**src/rtl/led_matrix_pkg.sv**
```systemverilog
// Shared constants and types for the multiplexed 4x8 LED matrix driver.
package led_matrix_pkg;

   localparam int unsigned NUM_COLS      = 4;
   localparam int unsigned NUM_ROWS      = 8;
   localparam int unsigned FRAME_W       = 32;
   localparam int unsigned PWM_W         = 4;
   localparam int unsigned INTENSITY_MAX = 15;

   typedef logic [FRAME_W-1:0] frame_t;

   localparam frame_t FRAME_RESET = 32'h0000_0001;

endpackage

```
**src/rtl/led_matrix_pwm.sv**
```systemverilog
// Global brightness PWM: free-running 4-bit counter compared against a fixed level.
module led_matrix_pwm
   import led_matrix_pkg::*;
#(
   parameter int unsigned INTENSITY = 8
) (
   input  logic clk,
   input  logic rst_n,
   output logic pwm_on
);

   localparam logic [PWM_W-1:0] LEVEL = PWM_W'(INTENSITY);

   logic [PWM_W-1:0] p_q;

   always_ff @(posedge clk or negedge rst_n) begin
      if (!rst_n) begin
         p_q <= '0;
      end else begin
         p_q <= p_q + PWM_W'(1);
      end
   end

   // Full intensity bypasses the compare so the LED never blinks off.
   assign pwm_on = (INTENSITY == INTENSITY_MAX) || (p_q < LEVEL);

endmodule

```
**src/rtl/led_matrix_driver.sv**
```systemverilog
// Column-scanned 4x8 LED matrix driver with PWM brightness and a rotating marquee frame.
// Define LED_MATRIX_BLANK_EN to blank the rows during the first clock of every column slot.
module led_matrix_driver
   import led_matrix_pkg::*;
#(
   parameter int unsigned N1        = 16,
   parameter int unsigned N2        = 6000000,
   parameter int unsigned INTENSITY = 8
) (
   input  logic                CLK,
   input  logic                RST_N,
   output logic [NUM_ROWS-1:0] ROWS,
   output logic [NUM_COLS-1:0] COLS
);

   localparam int unsigned      AW        = $clog2(N2);
   localparam logic [AW-1:0]    ANIM_LAST = AW'(N2 - 1);

   logic [N1-1:0]       scan_q;
   logic [1:0]          col_q;
   logic [AW-1:0]       anim_q, anim_d;
   frame_t              frame_q, frame_d;
   logic [NUM_ROWS-1:0] rows_q, rows_d;
   logic [NUM_COLS-1:0] cols_q, cols_d;
   logic                pwm_on;

   led_matrix_pwm #(
      .INTENSITY (INTENSITY)
   ) u_pwm (
      .clk    (CLK),
      .rst_n  (RST_N),
      .pwm_on (pwm_on)
   );

   always_comb begin
      anim_d  = anim_q + AW'(1);
      frame_d = frame_q;
      if (anim_q == ANIM_LAST) begin
         anim_d  = '0;
         frame_d = {frame_q[FRAME_W-2:0], frame_q[FRAME_W-1]};
      end

      cols_d = ~(NUM_COLS'(1) << col_q);
      rows_d = ~(frame_q[NUM_ROWS*col_q +: NUM_ROWS] & {NUM_ROWS{pwm_on}});
`ifdef LED_MATRIX_BLANK_EN
      // Dark first clock of each slot hides the previous column's ghost.
      if (scan_q == '0) begin
         rows_d = '1;
      end
`endif
   end

   always_ff @(posedge CLK or negedge RST_N) begin
      if (!RST_N) begin
         scan_q  <= '0;
         col_q   <= '0;
         anim_q  <= '0;
         frame_q <= FRAME_RESET;
         rows_q  <= '1;
         cols_q  <= '1;
      end else begin
         scan_q  <= scan_q + N1'(1);
         if (&scan_q) begin
            col_q <= col_q + 2'd1;
         end
         anim_q  <= anim_d;
         frame_q <= frame_d;
         rows_q  <= rows_d;
         cols_q  <= cols_d;
      end
   end

   assign ROWS = rows_q;
   assign COLS = cols_q;

endmodule

```
**config.mk**
```make
export PLATFORM = sky130hd
export DESIGN_NAME = led_matrix_driver
export DESIGN_NICKNAME = d
export VERILOG_FILES = /design/src/rtl/led_matrix_pkg.sv /design/src/rtl/led_matrix_pwm.sv /design/src/rtl/led_matrix_driver.sv
export SDC_FILE = /design/constraint.sdc
export NUM_CORES = 1
export LEC_CHECK = 0
export ABC_AREA = 1
export CAP_MARGIN = 10
export CORE_MARGIN = 8
export CORE_UTILIZATION = 44
export DETAILED_ROUTE_END_ITERATION = 10
export PLACE_DENSITY = 0.67
export SKIP_CTS_REPAIR_TIMING = 1
export SYNTH_ARGS = -nofsm -noshare
export SYNTH_HDL_FRONTEND = slang
export SYNTH_SLANG_ARGS = --single-unit
```
**constraint.sdc**
```tcl
create_clock -name CLK -period 2.4 [get_ports CLK]
set_input_delay 0.48 -clock CLK [delete_from_list [all_inputs] [get_ports CLK]]
set_output_delay 0.48 -clock CLK [all_outputs]
set_load 0.05 [all_outputs]
```
==> impl_metrics.tcl <==
set metrics [dict create \
    drt_wl_total_um 7430 \
    drc 0 \
    crit_chain "clkdlybuf4s50_1" \
    io-pin-count 14 \
    finalInstanceArea_mm2 0.00448 \
    postSynthAreaPerCell_um2 8.55 \
    fmax_mhz 461 \
    arrival_ns 1.69 \
    dp_hpwl_um 5070 \
    yosysWarnings 0 \
    crit_required_ns 1.92 \
    start_util_pct 44.5 \
    synth_area_leaders "dfrtp_1 47%, nand2_1 16%, dfstp_2 8.5%" \
    vias_per_cell 4.84 \
    dieArea_mm2 0.0125 \
    layout_min_cycle_time_ns 2.17 \
    outcome "finished clean" \
    drv_cap 0 \
    fp.dieW_um 112 \
    antenna_cells 0 \
    drive_above_1_share_pct 8.28 \
    hold_class "reg -> reg" \
    finClkSkew_ns 0.00923 \
    clkTransAtPathRegs_ns 0.09 \
    antenna_left 0 \
    crit_path_end_kind "output port" \
    cts-root-buf "clkbuf_8" \
    area_delta_synth_final_pct 11.0 \
    nets 499 \
    wl_per_cell_um 12.3 \
    numCtsBuffers 9 \
    setup_viol 0 \
    slew_viol_final 0 \
    dr.pass1.iters 4 \
    place.port_buffers 13 \
    cp_max_fo 1 \
    core-area_mm2 0.00906 \
    irDropWorstVdd_mv 0.388 \
    grt_usage_pct 12.9 \
    fill_cells 848 \
    first_iter_violations 187 \
    grt_pass1_wl_um 13200 \
    worst_slew_pin_slew_ns 0.589 \
    antenna_found_initial 0 \
    timing.hold.ws_ns 0.459 \
    crit_type "reg -> out" \
    total_power_mw 2.56 \
    num_vias 2932 \
    placed_area_mm2 0.00428 \
    slowest_delay_ns 0.81 \
    die_h_um 112 \
    max_slew_margin_pct 60.7 \
    crit_family "buffers and inverters" \
    clockBufferDepth 2 \
    utilization_pct 49.4 \
    worstSetupStartpointType "flop" \
    grt_pass1_vias 2899 \
    use_met3_pct 2.27 \
    cellPowerDensity_mw_per_mm2 572 \
    grtUsageMet1_pct 15.1 \
    ctsHtreeMaxLevel 3 \
    critPathBufInv 1 \
    setup_tns_ns 0 \
    slowest_stage "clkdlybuf4s50_1" \
    synth_top_area_cell "dfrtp_1" \
    synthDistinctLibCells 27 \
    post-route-period-util_pct 90.4 \
    rows 35 \
    clkSinkCount 89 \
    hold_viol 0 \
    cts_tree "done" \
    top_usage_layer "met2" \
    clkLatencyLatePin_ns 0.36 \
    p_leak_nw 2.25 \
    synth_fp_nets 481 \
    overflow 0 \
    synth_top_area_share_pct 47.1 \
    place_congestion 0.813 \
    rsz0062_at_grt "no" \
    grt_max_degree 55 \
    met2_usage_pct 22.5 \
    synth_area_mm2 0.00404 \
    yosysSeqAreaShare_pct 55.6 \
    netlist_instances 472 \
    ys_ff_latch 89 \
]
report_power, final:
| part | internal [mW] | total [mW] | switching [mW] |
|---|---|---|---|
| Clock | 0.487 | 1.03 | 0.540 |
| Sequential | 1.50 | 1.50 | 0 |
| Combinational | 0.00661 | 0.0351 | 0.0285 |
metal layers:
| layer | up-vias | part of all wire, % |
|---|---|---|
| met4 | 0 | 2.3 |
| met1 | 1398 | 45 |
| met2 | 40 | 50 |
| met3 | 14 | 2.7 |
| li1 | 1480 | - |
| met5 | - | 0 |
cells in the final DEF (no fill, tap or decap):
master           count
nand2_1            171
dfrtp_1             76
nor2_1              61
inv_1               41
nand3_1             22
xor2_1              18
o21ai_0             18
dfstp_2             13
clkdlybuf4s50_1     12
xnor2_1              9
clkbuf_8             9
o22ai_1              8
ha_1                 7
buf_4                4
nor3_1               3
inv_2                2
clkinv_2             2
a21oi_1              2
inv_6                2
clkinvlp_4           2
nor3_2               1
clkinv_1             1
nor2_4               1
nor2_2               1
nor3_4               1
nand3_4              1
o21bai_1             1
nand4_1              1
nand3b_1             1
clkbuf_1             1
bufinv_16            1
dlygate4sd3_1        1
buf_12               1
cell usage after synthesis:
| cell type | number |
|---|---|
| o21ai_0 | 18 |
| a21oi_1 | 2 |
| nor3_2 | 1 |
| nor3_4 | 1 |
| nand3b_1 | 1 |
| nand2_1 | 171 |
| clkinv_2 | 1 |
| nor3_1 | 3 |
| o22ai_1 | 8 |
| clkbuf_1 | 2 |
| inv_1 | 41 |
| buf_6 | 3 |
| xor2_1 | 18 |
| nor2_1 | 61 |
| dfrtp_1 | 76 |
| xnor2_1 | 9 |
| ha_1 | 7 |
| nor2_2 | 1 |
| nand3_1 | 22 |
| inv_2 | 2 |
| dfstp_2 | 13 |
| clkinv_1 | 1 |
| nor2_4 | 1 |
| nand3_4 | 1 |
| buf_2 | 6 |
| nand4_1 | 1 |
| o21bai_1 | 1 |
metrics by stage:
stage          setup slack (ns)  std cells
3_3_place_gp              0.629        589
3_5_place_dp              0.612        589
2_1_floorplan              1.04        472
4_1_cts                   0.204        605
6_report                  0.229        606
5_1_grt                   0.179        606
final timing paths:
kind / from / endpoint / slack [ns] / cells past startpoint
setup / recovery: ROWS[7] / ROWS[7] / 0.23 / 1
hold / removal: u_pwm.p_q[0] / u_pwm.p_q[0] / 0.46 / 1
setup reg to reg: anim_q[0] / frame_q[30] / 0.71 / 7
hold reg to reg: u_pwm.p_q[0] / u_pwm.p_q[0] / 0.46 / 1
max in group asynchronous: RST_N / frame_q[0] / 1.31 / 3
min in group asynchronous: RST_N / anim_q[5] / 0.51 / 2
registers in the layout, summed over array words and instances, names as in the netlist:
register,flops
u_pwm.p_q,4
anim_q,23
COLS,4
frame_q,32
ROWS,8
scan_q,16
col_q,2
cell type report:
cell class              instances  area [um2]  share of cell area (%)
repair buffers                 18         180                    4.02
flip-flops and latches         89        2240                    50.1
clock buffers                  10         128                    2.85
inverters                      45         170                    3.80
multi-input cells             327        1550                    34.7
well taps                     111         139                    3.10
clock inverters                 6        67.6                    1.51
cells by family after synthesis:
logic type	share of synthesized area (%)
simple gates	26.5
compound gates	3.90
buf+inv	5.98
fa+ha+maj	2.17
xor+xnor	5.86
flops	55.6
No activity file was read; power rests on OpenSTA's default activity.
